$ cat src/rtl/coin_acceptor.sv
// rtl/coin_acceptor.sv - coin sensor debounce, credit accumulation and timed change payout
module coin_acceptor #(
    parameter int DEB_CYCLES = 4,
    parameter int PRICE      = 4,
    parameter int VAL0       = 1,
    parameter int VAL1       = 2,
    parameter int CHG_GAP    = 8
) (
    input  logic       clk,
    input  logic       rst,
    input  logic       coin_raw,
    input  logic       coin_type_raw,
    input  logic       refund,
    input  logic       vend_done,
    output logic       hm,
    output logic       tm,
    output logic [3:0] credit,
    output logic       coin_ok,
    output logic       coin_rej,
    output logic       change_pulse,
    output logic       busy
);

    localparam int DW = $clog2(DEB_CYCLES + 1);
    localparam int GW = $clog2(CHG_GAP + 1);
    localparam logic [DW-1:0] DEB_LAST = DW'(DEB_CYCLES - 1);
    localparam logic [GW-1:0] GAP_LAST = GW'(CHG_GAP - 1);
    localparam logic [5:0] PRICE6 = 6'(PRICE);
    localparam logic [5:0] VAL0_6 = 6'(VAL0);
    localparam logic [5:0] VAL1_6 = 6'(VAL1);
    localparam logic [3:0] PRICE4 = 4'(PRICE);
    localparam logic [3:0] VAL0_4 = 4'(VAL0);
    localparam logic [3:0] VAL1_4 = 4'(VAL1);

    typedef enum logic {ARMED, RELEASE} deb_t;
    typedef enum logic [1:0] {IDLE, PAY, GAP} rf_t;

    logic coin_s1, coin_s2, typ_s1, typ_s2;

    always_ff @(posedge clk or negedge rst) begin
        if (!rst) begin
            coin_s1 <= 1'b0;
            coin_s2 <= 1'b0;
            typ_s1  <= 1'b0;
            typ_s2  <= 1'b0;
        end else begin
            coin_s1 <= coin_raw;
            coin_s2 <= coin_s1;
            typ_s1  <= coin_type_raw;
            typ_s2  <= typ_s1;
        end
    end

    deb_t          deb_state, deb_next;
    logic [DW-1:0] deb_cnt, deb_cnt_n;
    logic          acc_n, acc_evt, acc_typ;

    always_ff @(posedge clk or negedge rst) begin
        if (!rst) begin
            deb_state <= ARMED;
            deb_cnt   <= '0;
            acc_evt   <= 1'b0;
            acc_typ   <= 1'b0;
        end else begin
            deb_state <= deb_next;
            deb_cnt   <= deb_cnt_n;
            acc_evt   <= acc_n;
            if (acc_n)
                acc_typ <= typ_s2;
        end
    end

    // The accept event is registered once more so the credit update lands on edge 2+DEB_CYCLES.
    always_comb begin
        deb_next  = deb_state;
        deb_cnt_n = deb_cnt;
        acc_n     = 1'b0;
        case (deb_state)
            ARMED: begin
                if (coin_s2) begin
                    if (deb_cnt == DEB_LAST) begin
                        acc_n     = 1'b1;
                        deb_next  = RELEASE;
                        deb_cnt_n = '0;
                    end else begin
                        deb_cnt_n = deb_cnt + 1'b1;
                    end
                end else begin
                    deb_cnt_n = '0;
                end
            end
            default: begin
                if (!coin_s2) begin
                    if (deb_cnt == DEB_LAST) begin
                        deb_next  = ARMED;
                        deb_cnt_n = '0;
                    end else begin
                        deb_cnt_n = deb_cnt + 1'b1;
                    end
                end else begin
                    deb_cnt_n = '0;
                end
            end
        endcase
    end

    rf_t           rf_state, rf_next;
    logic [GW-1:0] gap_cnt, gap_cnt_n;
    logic [3:0]    credit_n, base4;
    logic [5:0]    cr6, v6, sum6;
    logic          ded, rej, okk, pay, tm_n, busy_n;

    assign cr6 = {2'b00, credit};
    assign hm  = (cr6 >= PRICE6);

    always_comb begin
        v6        = acc_typ ? VAL1_6 : VAL0_6;
        ded       = vend_done && !busy && (cr6 >= PRICE6);
        sum6      = cr6 + v6 - (ded ? PRICE6 : 6'd0);
        rej       = acc_evt && (busy || (sum6 > 6'd15));
        okk       = acc_evt && !rej;
        base4     = credit + (okk ? (acc_typ ? VAL1_4 : VAL0_4) : 4'd0) - (ded ? PRICE4 : 4'd0);
        tm_n      = okk ? acc_typ : tm;
        rf_next   = rf_state;
        gap_cnt_n = gap_cnt;
        pay       = 1'b0;
        case (rf_state)
            IDLE: begin
                // A refund only starts if something is left after any same-cycle deduction.
                if (refund && (credit != 4'd0) && (base4 != 4'd0)) begin
                    pay     = 1'b1;
                    rf_next = PAY;
                end
            end
            PAY: begin
                rf_next   = GAP;
                gap_cnt_n = '0;
            end
            default: begin
                if (gap_cnt == GAP_LAST) begin
                    if (credit != 4'd0) begin
                        pay     = 1'b1;
                        rf_next = PAY;
                    end else begin
                        rf_next = IDLE;
                    end
                end else begin
                    gap_cnt_n = gap_cnt + 1'b1;
                end
            end
        endcase
        credit_n = base4 - (pay ? 4'd1 : 4'd0);
        busy_n   = (rf_next != IDLE);
    end

    always_ff @(posedge clk or negedge rst) begin
        if (!rst) begin
            rf_state     <= IDLE;
            gap_cnt      <= '0;
            credit       <= 4'd0;
            tm           <= 1'b0;
            coin_ok      <= 1'b0;
            coin_rej     <= 1'b0;
            change_pulse <= 1'b0;
            busy         <= 1'b0;
        end else begin
            rf_state     <= rf_next;
            gap_cnt      <= gap_cnt_n;
            credit       <= credit_n;
            tm           <= tm_n;
            coin_ok      <= okk;
            coin_rej     <= rej;
            change_pulse <= pay;
            busy         <= busy_n;
        end
    end

endmodule

$ cat config.mk
export PLATFORM = sky130hd
export DESIGN_NAME = coin_acceptor
export DESIGN_NICKNAME = d
export VERILOG_FILES = /design/src/rtl/coin_acceptor.sv
export SDC_FILE = /design/constraint.sdc
export NUM_CORES = 1
export LEC_CHECK = 0
export BUFFER_PORTS_ARGS = -buffer_cell sky130_fd_sc_hd__clkbuf_2
export CORE_MARGIN = 8
export CORE_UTILIZATION = 27
export DETAILED_ROUTE_END_ITERATION = 6
export HOLD_SLACK_MARGIN = 0.15
export SLEW_MARGIN = 10
export SYNTH_ARGS = -nofsm -noshare
export SYNTH_HDL_FRONTEND = slang
export SYNTH_SLANG_ARGS = --single-unit
$ cat constraint.sdc
create_clock -name clk -period 11.78 [get_ports clk]
set_input_delay 2.356 -clock clk [delete_from_list [all_inputs] [get_ports clk]]
set_output_delay 2.356 -clock clk [all_outputs]
set_load 0.05 [all_outputs]
==> results.cfg <==
[status]
status = finished clean

[power_and_ir_drop]
p_seq_share_pct = 55.2
power.switching_mw = 0.0472
p_leak_nw = 0.707
switching_share_pct = 26.4
peakVddDrop_mv = 0.0677
p_per_area_nw_per_um2 = 125
clkPwrFrac_pct = 27.8
p_comb_share_pct = 17.0
power.internal_mw = 0.131

[drt]
highest_layer = met4
routed_wl_um = 2150
drtIter0Drc = 44
wl_per_cell_um = 12.0
routed-via-count = 798
wl_met1_um = 993
drc = 0
ant_nets = 0
viasPerCell = 4.46
met3WireLength_um = 114
firstDrtPassIters = 4
wl_met2_um = 1010

[logic_synthesis]
yosys.cell_types.count = 30
syn_area_per_cell_sq_um = 11.5
seq_area_frac_synth_pct = 50.5
synth-edff-count = 0
synth_top_area_cell = dfrtp_1
syn_nets = 127
yosysTopAreaCellShare_pct = 50.5
async_flop_share_pct = 100
yosysMostFrequentCell = dfrtp_1
dominantRegCellSynth = dfrtp_1
syn_inst = 108
ys_ff_latch = 25
synth_common_cells = dfrtp_1 (25), inv_1 (16), ha_1 (13), nand2_1 (9)
netlist_area_sq_um = 1240
synth.top_cells.by_area = dfrtp_1 (51%), ha_1 (13%), inv_1 (4.8%), xnor2_1 (2.8%), nand2_1 (2.7%)
ys_warn_count = 0

[placement]
dp_cells = 175
gp_congestion = 0.767
dp_hpwl_um = 1710
placedInstanceArea_sq_um = 1380
io_buffers = 15

[cts]
clockBufferDepth = 2
cts_root_buffer = clkbuf_8
postCtsHoldBufs = 0
cts_tree = done
cts_resized = 0
cts_setup_buffers = 0
clk_latency_ns = 0.26
cts_sinks = 25
cts_made_buffers = 3
htreeDepth = 1
path_clk_slew_ns = 0.08

[sta]
maxSlewViolCount = 0
clock.fmax_mhz = 173
slew_headroom_pct = 58.9
skew_ns = 0.00289
tightestPinTransition_ns = 0.616
rsz0062_at_grt = no
min_period_over_period_pct = 49.1
period_needed_ns = 5.79
finalHoldWorstSlack_ns = 0.352
hold_violations = 0
setup_tns_ns = 0
finalSetupViolations = 0

[worst_hold_path]
hold_path_startpoint = coin_s1
hold_path_class = reg -> reg

[layout]
design_area_sq_um = 1420
syn_to_final_growth_pct = 14.9
diodes = 0
utilization_pct = 32.5
final-instance-count-excl-fill = 179
drive_above_1_share_pct = 21.3
final_nets = 147

[die]
start_util_pct = 28.3
die_width_um = 83.7
row_count = 24
fp.dieH_um = 83.7
io-pin-count = 16
core_area_sq_um = 4380
die_area_sq_um = 7010

[grt]
grt_pass1_wl_um = 3780
grt_pass1_vias = 876
antenna_found_initial = 0
grt_max_degree = 26
grtUsageTotal_pct = 6.47
gr-total-overflow = 0

[flow_run]
cap_violations = 0

[critical_path]
crit_type = in -> reg
crit_start = vend_done
crit_slowest_cell = ha_1
worstPathCellList = clkbuf_2 -> nand3b_1 -> ha_1 -> ha_1 -> and3b_1 -> a2111oi_4 -> nor4b_1 -> mux2_4 -> and2_2 -> ha_1 -> inv_1 -> ha_1 -> xor2_1 -> nand2_1 -> nor3_1 -> a211o_1 -> inv_1 -> ha_1 -> ha_1 -> xnor2_1
max_stage_delay_ns = 0.37
worst_setup_path_end_kind = flip-flop
critPathMostFrequentCell = ha_1
start_kind = primary input
worstPathRequired_ns = 11.93
r2r_start = credit[3]
worstPathArrival_ns = 5.94
critical_path_peak_fanout = 4
==> cell families (layout without fill, tap and decap cells) <==
logic type                 Yosys count  count (layout)  synth area share, %
muxes                                4               4                 4.24
and+or+nand+nor                     31              31                 14.2
adders and majority gates           13              13                 13.1
DFF                                 25              25                 50.5
buffers and inverters               16              35                 4.85
AOI/OAI and AO/OA                   12              12                 8.08
xor gates and xnor gates             7               7                 4.95
==> final timing paths <==
check | endpoint | slack, ns | cells after the start
setup reg to reg | credit[2] | 7.40 | 20
hold / removal | coin_s2 | 0.35 | 0
min in group asynchronous | rf_state[1] | 2.09 | 1
hold reg to reg | coin_s2 | 0.35 | 0
setup / recovery | credit[2] | 5.99 | 20
max in group asynchronous | coin_s1 | 9.29 | 1
==> power by group through the flow <==
stage | logic, mW | clock network (mW) | registers [mW]
floorplan | 0.0229 | 0 | 0.0997
CTS | 0.0308 | 0.0527 | 0.0987
global placement | 0.0290 | 0 | 0.0999
global route | 0.0338 | 0.0551 | 0.0998
finish | 0.0304 | 0.0496 | 0.0985
detailed placement | 0.0303 | 0 | 0.100
==> area by class of cell <==
class                   instances  area (sq um)
fillers                       454          2960
flip-flops and latches         25           626
multi-input cells              67           553
repair buffers                 15          75.1
well taps                      52          65.1
inverters                      16          60.1
clock buffers                   4          45.0
==> metal layers <==
metal  vias up  GRT usage (%)
li1        400              -
met3         4           2.44
met4         0           2.98
met5         -              0
met1       377           6.89
met2        17           11.0
==> placed cells by master, fill, tap and decap left out, types with 2 or more instances in the layout <==
master / Yosys / final
and3b_1: 2 / 2
nor2b_1: 4 / 4
ha_1: 13 / 13
mux2_4: 2 / 2
clkbuf_2: 0 / 15
nand2_1: 9 / 9
dfrtp_1: 25 / 25
nor3_1: 4 / 4
inv_1: 16 / 16
o21ai_0: 3 / 3
clkbuf_8: 0 / 3
nor2_1: 2 / 2
mux2_2: 2 / 2
a21oi_1: 3 / 3
xnor2_1: 4 / 4
xor2_1: 3 / 3
==> flip-flops by register name, summed over array words and instances (netlist names), named ones only <==
name and count:
acc_evt 1, acc_typ 1, busy 1, change_pulse 1
coin_ok 1, coin_rej 1, coin_s1 1, coin_s2 1
credit 4, deb_cnt 3, gap_cnt 4, rf_state 2
tm 1, typ_s1 1, typ_s2 1
==> critical path, delay by kind of cell <==
kind,cells,cell delay [ns]
AOI/OAI and AO/OA,2,0.51
xor gates and xnor gates,2,0.39
and+or+nand+nor,6,0.82
muxes,1,0.30
buffers and inverters,3,0.19
adders and majority gates,6,1.38
==> metrics by stage <==
step / setup WS [ns] / total power [mW]
floorplan: 6.03 / 0.123
global placement: 5.75 / 0.129
detailed placement: 5.72 / 0.131
CTS: 5.99 / 0.182
global route: 5.70 / 0.189
finish: 5.99 / 0.179
(Power assumes the default switching activity.)
